===== config.mk =====
export PLATFORM = sky130hd
export DESIGN_NAME = wave_sequencer
export DESIGN_NICKNAME = d
export VERILOG_FILES = /design/src/rtl/wave_pkg.sv /design/src/rtl/tick_prescaler.sv /design/src/rtl/wave_sequencer.sv
export SDC_FILE = /design/constraint.sdc
export NUM_CORES = 1
export LEC_CHECK = 0
export ABC_CLOCK_PERIOD_IN_PS = 3300
export BUFFER_PORTS_ARGS = -buffer_cell sky130_fd_sc_hd__buf_4
export CORE_AREA = 2 2 80 82
export DETAILED_ROUTE_END_ITERATION = 12
export DIE_AREA = 0 0 82 84
export GPL_TIMING_DRIVEN = 1
export PLACE_DENSITY = 0.86
export SYNTH_ARGS = -nofsm -noshare
export SYNTH_HDL_FRONTEND = slang
export SYNTH_SLANG_ARGS = --single-unit

===== constraint.sdc =====
create_clock -name clk25 -period 3.3 [get_ports clk25]
set_input_delay 0.33 -clock clk25 [delete_from_list [all_inputs] [get_ports clk25]]
set_output_delay 0.33 -clock clk25 [all_outputs]
set_load 0.02 [all_outputs]

===== src/rtl/wave_pkg.sv =====
// wave_pkg: shared types and constants for the stage wave sequencer.
//   - wave_state_e : sequencer FSM states
//   - WAVE_*       : wave index encodings (fly, spider, mosquito)
//   - MASK_*       : enemy slots owned by each wave
//   - wave_mask()  : index -> slot mask lookup
package wave_pkg;

    localparam int WAVE_SLOTS = 23;

    typedef enum logic [2:0] {
        ST_IDLE   = 3'd0,
        ST_SPAWN  = 3'd1,
        ST_SETTLE = 3'd2,
        ST_ACTIVE = 3'd3,
        ST_GAP    = 3'd4,
        ST_DRAIN  = 3'd5,
        ST_DONE   = 3'd6
    } wave_state_e;

    localparam logic [1:0] WAVE_FLY      = 2'd0;
    localparam logic [1:0] WAVE_SPIDER   = 2'd1;
    localparam logic [1:0] WAVE_MOSQUITO = 2'd2;

    localparam logic [WAVE_SLOTS-1:0] MASK_FLY      = 23'h01FFFF;  // slots 0..16
    localparam logic [WAVE_SLOTS-1:0] MASK_SPIDER   = 23'h1E0000;  // slots 17..20
    localparam logic [WAVE_SLOTS-1:0] MASK_MOSQUITO = 23'h600000;  // slots 21..22

    // Slot mask of one wave; the unused index 3 owns no slots.
    function automatic logic [WAVE_SLOTS-1:0] wave_mask(input logic [1:0] idx);
        logic [WAVE_SLOTS-1:0] m;
        case (idx)
            WAVE_FLY:      m = MASK_FLY;
            WAVE_SPIDER:   m = MASK_SPIDER;
            WAVE_MOSQUITO: m = MASK_MOSQUITO;
            default:       m = {WAVE_SLOTS{1'b0}};
        endcase
        return m;
    endfunction

endpackage


===== src/rtl/tick_prescaler.sv =====
// tick_prescaler: divides clk25 down to a one-cycle tick every TICK_DIV cycles.
//   clk25        in  system clock
//   global_reset in  asynchronous active-high reset
//   clear        in  restart the count at 0 on the next cycle (dominates hold)
//   hold         in  freeze the count and suppress the tick
//   tick         out high during the last cycle of each TICK_DIV period
module tick_prescaler
    import wave_pkg::*;
#(
    parameter int TICK_DIV = 25_000_000
) (
    input  logic clk25,
    input  logic global_reset,
    input  logic clear,
    input  logic hold,
    output logic tick
);

    localparam int CW = (TICK_DIV > 1) ? $clog2(TICK_DIV) : 1;
    localparam logic [CW-1:0] LAST_C = CW'(TICK_DIV - 1);
    localparam logic [CW-1:0] ZERO_C = CW'(0);
    localparam logic [CW-1:0] ONE_C  = CW'(1);

    logic [CW-1:0] cnt_q;
    logic [CW-1:0] cnt_d;

    // Next count: clear wins, then hold, then wrap at the last value.
    always_comb begin
        cnt_d = cnt_q;
        if (clear) begin
            cnt_d = ZERO_C;
        end else if (hold) begin
            cnt_d = cnt_q;
        end else if (cnt_q == LAST_C) begin
            cnt_d = ZERO_C;
        end else begin
            cnt_d = cnt_q + ONE_C;
        end
    end

    // Count register.
    always_ff @(posedge clk25 or posedge global_reset) begin
        if (global_reset) begin
            cnt_q <= ZERO_C;
        end else begin
            cnt_q <= cnt_d;
        end
    end

    // A held prescaler must not tick, otherwise pause would leak a second.
    assign tick = (cnt_q == LAST_C) && !hold;

endmodule


===== src/rtl/wave_sequencer.sv =====
// wave_sequencer: releases the fly, spider and mosquito waves of one stage.
// A wave is released after the previous one is cleared plus a gap, or after
// it has been active for the timeout. Release is a req/ack handshake with
// the enemy controller followed by a one-cycle group reset pulse.
//   clk25, global_reset           clock, asynchronous active-high reset
//   start                         begin the stage (honoured in IDLE/DONE)
//   pause                         freezes the tick prescaler and seconds
//   enemy_alive[ENEMY_COUNT]      per-slot alive flags
//   spawn_ack                     controller accepts the spawn request
//   spawn_req, spawn_mask         spawn request and slots to set alive
//   reset_fly/spider/mosquito     one-cycle group reset pulses
//   wave_idx                      current wave (0 fly, 1 spider, 2 mosquito)
//   busy, stage_clear             stage in progress / stage finished
// All outputs come straight from flops.
module wave_sequencer
    import wave_pkg::*;
#(
    parameter int ENEMY_COUNT    = 23,
    parameter int TICK_DIV       = 25_000_000,
    parameter int WAVE_TIMEOUT_S = 10,
    parameter int GAP_S          = 2
) (
    input  logic                   clk25,
    input  logic                   global_reset,
    input  logic                   start,
    input  logic                   pause,
    input  logic [ENEMY_COUNT-1:0] enemy_alive,
    input  logic                   spawn_ack,
    output logic                   spawn_req,
    output logic [ENEMY_COUNT-1:0] spawn_mask,
    output logic                   reset_fly,
    output logic                   reset_spider,
    output logic                   reset_mosquito,
    output logic [1:0]             wave_idx,
    output logic                   busy,
    output logic                   stage_clear
);

    localparam logic [7:0]             TIMEOUT_SEC = 8'(WAVE_TIMEOUT_S);
    localparam logic [7:0]             GAP_SEC     = 8'(GAP_S);
    localparam logic [ENEMY_COUNT-1:0] NO_SLOTS    = {ENEMY_COUNT{1'b0}};

    // Wave mask resized to the slot vector width.
    function automatic logic [ENEMY_COUNT-1:0] slot_mask(input logic [1:0] idx);
        return ENEMY_COUNT'(wave_mask(idx));
    endfunction

    wave_state_e            state_q, state_d;
    logic [1:0]             wave_idx_q, wave_idx_d;
    logic                   settle_q, settle_d;
    logic [7:0]             seconds_q, seconds_d;
    logic                   spawn_req_q, spawn_req_d;
    logic [ENEMY_COUNT-1:0] spawn_mask_q, spawn_mask_d;
    logic                   reset_fly_q, reset_fly_d;
    logic                   reset_spider_q, reset_spider_d;
    logic                   reset_mosquito_q, reset_mosquito_d;
    logic                   busy_q, busy_d;
    logic                   stage_clear_q, stage_clear_d;

    logic                   tick_s;
    logic                   cnt_clear_s;
    logic [7:0]             sec_next_s;
    logic                   cleared_s;
    logic                   all_dead_s;
    logic                   timeout_hit_s;
    logic                   gap_hit_s;

    tick_prescaler #(
        .TICK_DIV (TICK_DIV)
    ) u_prescaler (
        .clk25        (clk25),
        .global_reset (global_reset),
        .clear        (cnt_clear_s),
        .hold         (pause),
        .tick         (tick_s)
    );

    // Deadlines compare against the value the seconds counter is about to
    // take, so the state changes on the edge where the last second elapses
    // and a wave lasts exactly N*TICK_DIV cycles.
    assign sec_next_s    = seconds_q + {7'd0, tick_s};
    assign timeout_hit_s = (sec_next_s == TIMEOUT_SEC);
    assign gap_hit_s     = (sec_next_s == GAP_SEC);
    assign cleared_s     = ((enemy_alive & slot_mask(wave_idx_q)) == NO_SLOTS);
    assign all_dead_s    = (enemy_alive == NO_SLOTS);

    // Seconds counter next value; tick is already suppressed while paused.
    always_comb begin
        if (cnt_clear_s) begin
            seconds_d = 8'd0;
        end else begin
            seconds_d = sec_next_s;
        end
    end

    // FSM next state, wave index, settle counter and group reset pulses.
    always_comb begin
        state_d          = state_q;
        wave_idx_d       = wave_idx_q;
        settle_d         = 1'b0;
        reset_fly_d      = 1'b0;
        reset_spider_d   = 1'b0;
        reset_mosquito_d = 1'b0;
        case (state_q)
            ST_IDLE, ST_DONE: begin
                if (start) begin
                    wave_idx_d = WAVE_FLY;
                    state_d    = ST_SPAWN;
                end else begin
                    state_d = state_q;
                end
            end
            ST_SPAWN: begin
                if (spawn_ack && spawn_req_q) begin
                    state_d = ST_SETTLE;
                    case (wave_idx_q)
                        WAVE_FLY:      reset_fly_d      = 1'b1;
                        WAVE_SPIDER:   reset_spider_d   = 1'b1;
                        WAVE_MOSQUITO: reset_mosquito_d = 1'b1;
                        default:       reset_fly_d      = 1'b0;
                    endcase
                end else begin
                    state_d = ST_SPAWN;
                end
            end
            ST_SETTLE: begin
                // Two cycles so enemy_alive reflects the spawn before ACTIVE.
                if (settle_q) begin
                    state_d = ST_ACTIVE;
                end else begin
                    settle_d = 1'b1;
                end
            end
            ST_ACTIVE: begin
                // Clearing takes precedence over a simultaneous timeout.
                if (cleared_s) begin
                    if (wave_idx_q != WAVE_MOSQUITO) begin
                        state_d = ST_GAP;
                    end else begin
                        state_d = ST_DRAIN;
                    end
                end else if (timeout_hit_s) begin
                    if (wave_idx_q != WAVE_MOSQUITO) begin
                        wave_idx_d = wave_idx_q + 2'd1;
                        state_d    = ST_SPAWN;
                    end else begin
                        state_d = ST_DRAIN;
                    end
                end else begin
                    state_d = ST_ACTIVE;
                end
            end
            ST_GAP: begin
                if (gap_hit_s) begin
                    wave_idx_d = wave_idx_q + 2'd1;
                    state_d    = ST_SPAWN;
                end else begin
                    state_d = ST_GAP;
                end
            end
            ST_DRAIN: begin
                // Survivors of timed-out waves hold the stage open.
                if (all_dead_s) begin
                    state_d = ST_DONE;
                end else begin
                    state_d = ST_DRAIN;
                end
            end
            default: begin
                state_d    = ST_IDLE;
                wave_idx_d = WAVE_FLY;
            end
        endcase
    end

    // Registered outputs follow the next state; counters restart on entry
    // to ACTIVE and GAP.
    always_comb begin
        spawn_req_d = (state_d == ST_SPAWN);
        if (spawn_req_d) begin
            spawn_mask_d = slot_mask(wave_idx_d);
        end else begin
            spawn_mask_d = NO_SLOTS;
        end
        busy_d        = (state_d != ST_IDLE) && (state_d != ST_DONE);
        stage_clear_d = (state_d == ST_DONE);
        cnt_clear_s   = ((state_d == ST_ACTIVE) && (state_q != ST_ACTIVE)) ||
                        ((state_d == ST_GAP)    && (state_q != ST_GAP));
    end

    // State, counters and output registers.
    always_ff @(posedge clk25 or posedge global_reset) begin
        if (global_reset) begin
            state_q          <= ST_IDLE;
            wave_idx_q       <= WAVE_FLY;
            settle_q         <= 1'b0;
            seconds_q        <= 8'd0;
            spawn_req_q      <= 1'b0;
            spawn_mask_q     <= NO_SLOTS;
            reset_fly_q      <= 1'b0;
            reset_spider_q   <= 1'b0;
            reset_mosquito_q <= 1'b0;
            busy_q           <= 1'b0;
            stage_clear_q    <= 1'b0;
        end else begin
            state_q          <= state_d;
            wave_idx_q       <= wave_idx_d;
            settle_q         <= settle_d;
            seconds_q        <= seconds_d;
            spawn_req_q      <= spawn_req_d;
            spawn_mask_q     <= spawn_mask_d;
            reset_fly_q      <= reset_fly_d;
            reset_spider_q   <= reset_spider_d;
            reset_mosquito_q <= reset_mosquito_d;
            busy_q           <= busy_d;
            stage_clear_q    <= stage_clear_d;
        end
    end

    assign spawn_req      = spawn_req_q;
    assign spawn_mask     = spawn_mask_q;
    assign reset_fly      = reset_fly_q;
    assign reset_spider   = reset_spider_q;
    assign reset_mosquito = reset_mosquito_q;
    assign wave_idx       = wave_idx_q;
    assign busy           = busy_q;
    assign stage_clear    = stage_clear_q;

endmodule


==> key figures <==
Status
  • Result of the run: finished with violations
  • Failing checks: setup timing

Cells and area
  • Nets: 444
  • Diodes inserted: 0
  • Number of filler instances in the final layout: 378
  • Flip-flop and latch area: 1200 um2
  • Multi-input combinational cell area: 1880 um2
  • Layout cell share with drive strength beyond 1: 0.416
  • Area growth from synthesis to final layout: 44.2%
  • Final core utilization: 0.701

Critical path
  • Critical path peak fanout: 5
  • Count of buffering cells on the critical path with inverters included: 4
  • Data arrival time of the critical path: 3.66 ns
  • Start-to-end type of the worst setup path: reg2reg
  • Worst EP required: 3.53 ns
  • Slowest stage delay, CP: 0.41 ns
  • Kind of launch point of the worst setup path: flip-flop
  • Cell family with most CP delay: simple AND/OR/NAND/NOR gates
  • Minimum setup slack among reg-to-reg paths: -0.12 ns
  • Crit path capture type: flip-flop
  • Critical-path cell with the highest stage delay: sky130_fd_sc_hd__dfrtp_1
  • Worst path cell trace: and3_4 > nand3_4 > nor4_4 > nor2b_4 > ha_4 > nand3_4 > nor3_4 > buf_12 > xor2_4 > buf_4 > nor3_4 > o2111ai_2 > o21ai_4 > buf_12 > clkbuf_16 > a21oi_1

Floorplanning
  • Number of placed I/O pins: 59
  • Height of the die: 84 um
  • DIE WIDTH: 82 um
  • Rows: 29
  • Starting Density: 0.486
  • Std-Cell Core Area: 6100 um2
  • Die area: around 6900 um2

Yosys
  • Area fraction of the dominant cell type after synthesis: 0.405
  • Yosys synthesis warning count: 0
  • Fraction of the yosys area taken by sequential cells: 0.405
  • Total of flip-flops plus latches after synthesis: 48
  • Synthesized instance count: 325
  • Top cells by instance count after synthesis: sky130_fd_sc_hd__dfrtp_1 (48), sky130_fd_sc_hd__nor2_1 (38), sky130_fd_sc_hd__nand2_1 (27)
  • Count of flip-flops with a built-in enable after synthesis: 0
  • Fraction of synthesis flops using an asynchronous set or reset pin: 1.00
  • Main synth FF type: sky130_fd_sc_hd__dfrtp_1
  • Post-synthesis instance area: around 3000 um2
  • Most area-hungry cell type in the Yosys netlist: sky130_fd_sc_hd__dfrtp_1
  • Most frequently used cell type in the post-synthesis netlist: sky130_fd_sc_hd__dfrtp_1
  • Syn avg cell area: 9.12 um2
  • Cells taking the most area after synthesis: sky130_fd_sc_hd__dfrtp_1 (41%), sky130_fd_sc_hd__buf_4 (5.1%), sky130_fd_sc_hd__nor2_1 (4.8%)
  • Net count after synthesis: 361
  • Number of different library cells in the post-synthesis netlist: 54

Timing
  • Worst rel slew slack: 0.321
  • Number of endpoints with negative hold slack in the final report: 0
  • Fmax achieved: 0.292 GHz
  • Post-route minimum period: 3.42 ns
  • Period utilization: 1.04
  • Transition time of the tightest slew-check pin: 1.02 ns
  • # setup viols final: 36
  • Max Slew Vio Count: 0
  • Worst setup skew after layout: 0.0104 ns
  • Setup repair after global routing missed its margin: true
  • Setup slack after layout: -0.122 ns

Run
  • Number of max-capacitance violations reported: 0

GRT
  • Total grt overflow: 0
  • Number of global-route vias before repair: roughly 2,700
  • Global-route wire length before repair: 12,300 um
  • Maximum number of pins on one net before global-route repair: 49
  • Overall Global Routing Usage: 0.226
  • Number of antenna violations at the first check in global routing: 0

Drt
  • Routed length on met3: 800 um
  • Uppermost signal routing layer after detailed routing: met4
  • Routed metal-1 wire length: 3580 um
  • Amount of wire on met2 after detailed routing: 4890 um
  • Iteration count of the initial detailed-routing pass: 5
  • Number of vias in the routed layout: 3,030
  • Ratio of routed vias to standard cells: 6.23
  • Final wirelength: 9720 um
  • Post-detailed-route wirelength per cell: 20.0 um
  • ANT nets after route: 0
  • First DRT Iteration DRCs: 371
  • Residual DRC: 0

Power and ir drop
  • Fraction of power spent switching nets: 0.372
  • Internal power contribution: 1.50 mW
  • Net switching power: 889 uW
  • Power share of the clock group: 0.249
  • Pleak: approximately 1.9 nW
  • Power per standard cell area: 560 nW/um2
  • Comb power frac: 0.431
  • Flop pwr share: 0.320
  • IR drop worst, VDD: 502 uV

Placement
  • Final weighted congestion in routability-driven placement: 0.856
  • Buffers on Ports: 58
  • Post-Place Setup Slack: -0.0584 ns
  • Hpwl dp: 5010 um

Clocking
  • Clock slew seen by the registers of the worst setup and hold paths: 0.10 ns
  • Hold Buf Count CTS: 0
  • Clock tree from TritonCTS: done
  • CTS H-tree depth: 2
  • Clock buffers created by TritonCTS: 5
  • Clock root buffer: sky130_fd_sc_hd__clkbuf_8
  • Clock sinks: 48
  • Clock insertion delay at the later pin of the skew report: 0.32 ns
  • Max clock buf depth: 2

Worst hold path
  • Hold crit path type: in2async
==> power by group through the flow <==
stage | registers (mW) | logic (mW) | clock network, mW
4_1_cts | 0.755 | 0.842 | 0.588
6_report | 0.766 | 1.03 | 0.596
3_5_place_dp | 0.767 | 0.788 | 0
3_3_place_gp | 0.759 | 0.774 | 0
2_1_floorplan | 0.749 | 0.612 | 0
5_1_grt | 0.777 | 1.09 | 0.620
==> metal layers <==
metal	vias to the layer above	global-route usage
met5	-	0
met4	0	0.0955
met3	53	0.0325
met2	220	0.384
met1	1460	0.280
li1	1297	-
==> cell families after synthesis <==
logic type	count (synthesis)	synth area share
and+or+nand+nor	159	0.286
DFF	48	0.405
AOI/OAI and AO/OA	42	0.108
buffers and inverters	42	0.0870
xor gates and xnor gates	25	0.0764
adders and majority gates	8	0.0338
muxes	1	0.00338
==> worst register-to-register path, cell delays in order (launching register included) <==
cell and delay [ns]:
sky130_fd_sc_hd__dfrtp_1 0.41, sky130_fd_sc_hd__and3_4 0.23, sky130_fd_sc_hd__nand3_4 0.10, sky130_fd_sc_hd__nor4_4 0.31, sky130_fd_sc_hd__nor2b_4 0.26, sky130_fd_sc_hd__ha_4 0.16, sky130_fd_sc_hd__nand3_4 0.13, sky130_fd_sc_hd__nor3_4 0.27
sky130_fd_sc_hd__buf_12 0.16, sky130_fd_sc_hd__xor2_4 0.24, sky130_fd_sc_hd__buf_4 0.19, sky130_fd_sc_hd__nor3_4 0.05, sky130_fd_sc_hd__o2111ai_2 0.29, sky130_fd_sc_hd__o21ai_4 0.09, sky130_fd_sc_hd__buf_12 0.15, sky130_fd_sc_hd__clkbuf_16 0.16
sky130_fd_sc_hd__a21oi_1 0.17
==> path summary, 6_finish.rpt <==
| check | from | end | cells after the start |
|---|---|---|---|
| worst max-delay path | u_prescaler.cnt_q[18] | u_prescaler.cnt_q[9] | 16 |
| worst min-delay path | global_reset | seconds_q[2] | 2 |
| worst max register to register | u_prescaler.cnt_q[18] | u_prescaler.cnt_q[9] | 16 |
| worst min register to register | settle_q | settle_q | 1 |
| max in group asynchronous | global_reset | u_prescaler.cnt_q[13] | 2 |
| min in group clk25 | start | stage_clear | 3 |
==> cell type report <==
cell class,instances,area share
clock buffer,5,0.0161
tap,77,0.0225
clock inverter,3,0.0211
multi-input combinational,235,0.439
sequential,48,0.281
inverter,14,0.0123
timing repair buffer,104,0.207
==> state kept, by name, summed over array words and instances (netlist names) <==
signal and count:
wave_idx 2, stage_clear 1, reset_fly 1, state_q 3, seconds_q 8, busy 1
u_prescaler.cnt_q 25, reset_mosquito 1, spawn_req 1, spawn_mask 3, settle_q 1, reset_spider 1
==> metrics by stage <==
stage | hold slack [ns] | TNS, ns | instances | total power [mW] | instance area (um2)
2_1_floorplan | 0.430 | 0 | 325 | 1.36 | 3030
3_3_place_gp | 0.445 | 0 | 450 | 1.53 | 3500
3_5_place_dp | 0.455 | -0.165 | 450 | 1.55 | 3500
4_1_cts | 0.291 | 0 | 462 | 2.18 | 3780
5_1_grt | 0.353 | -7.19 | 486 | 2.49 | 4270
6_report | 0.258 | -2.00 | 486 | 2.39 | 4270
==> placed cells by master, fill, tap and decap left out, types with 4 or more instances in the layout <==
cell type | Yosys | final
sky130_fd_sc_hd__buf_4 | 20 | 95
sky130_fd_sc_hd__dfrtp_1 | 48 | 47
sky130_fd_sc_hd__nor2_1 | 38 | 38
sky130_fd_sc_hd__nand2_1 | 27 | 25
sky130_fd_sc_hd__inv_1 | 14 | 13
sky130_fd_sc_hd__xor2_1 | 13 | 12
sky130_fd_sc_hd__nor3_1 | 24 | 12
sky130_fd_sc_hd__nand3_1 | 12 | 10
sky130_fd_sc_hd__xnor2_1 | 11 | 9
sky130_fd_sc_hd__a21oi_1 | 10 | 9
sky130_fd_sc_hd__nor3_2 | 1 | 8
sky130_fd_sc_hd__nand4_1 | 7 | 7
sky130_fd_sc_hd__nor4_1 | 9 | 7
sky130_fd_sc_hd__o21ai_0 | 7 | 7
sky130_fd_sc_hd__nor3_4 | 1 | 6
sky130_fd_sc_hd__nand3b_1 | 5 | 5
sky130_fd_sc_hd__and2_1 | 5 | 5
sky130_fd_sc_hd__clkbuf_8 | 0 | 5
sky130_fd_sc_hd__and3_1 | 7 | 4
sky130_fd_sc_hd__ha_1 | 8 | 4
==> repair_timing <==
item / in CTS / in global routing
cloned: 0 / 3
pin swaps: 4 / 24
setup buffers: 4 / 26
setup endpoints to repair: 26 / 42
resized for setup: 15 / 45
Note: power is estimated with default switching activity, not from simulation.
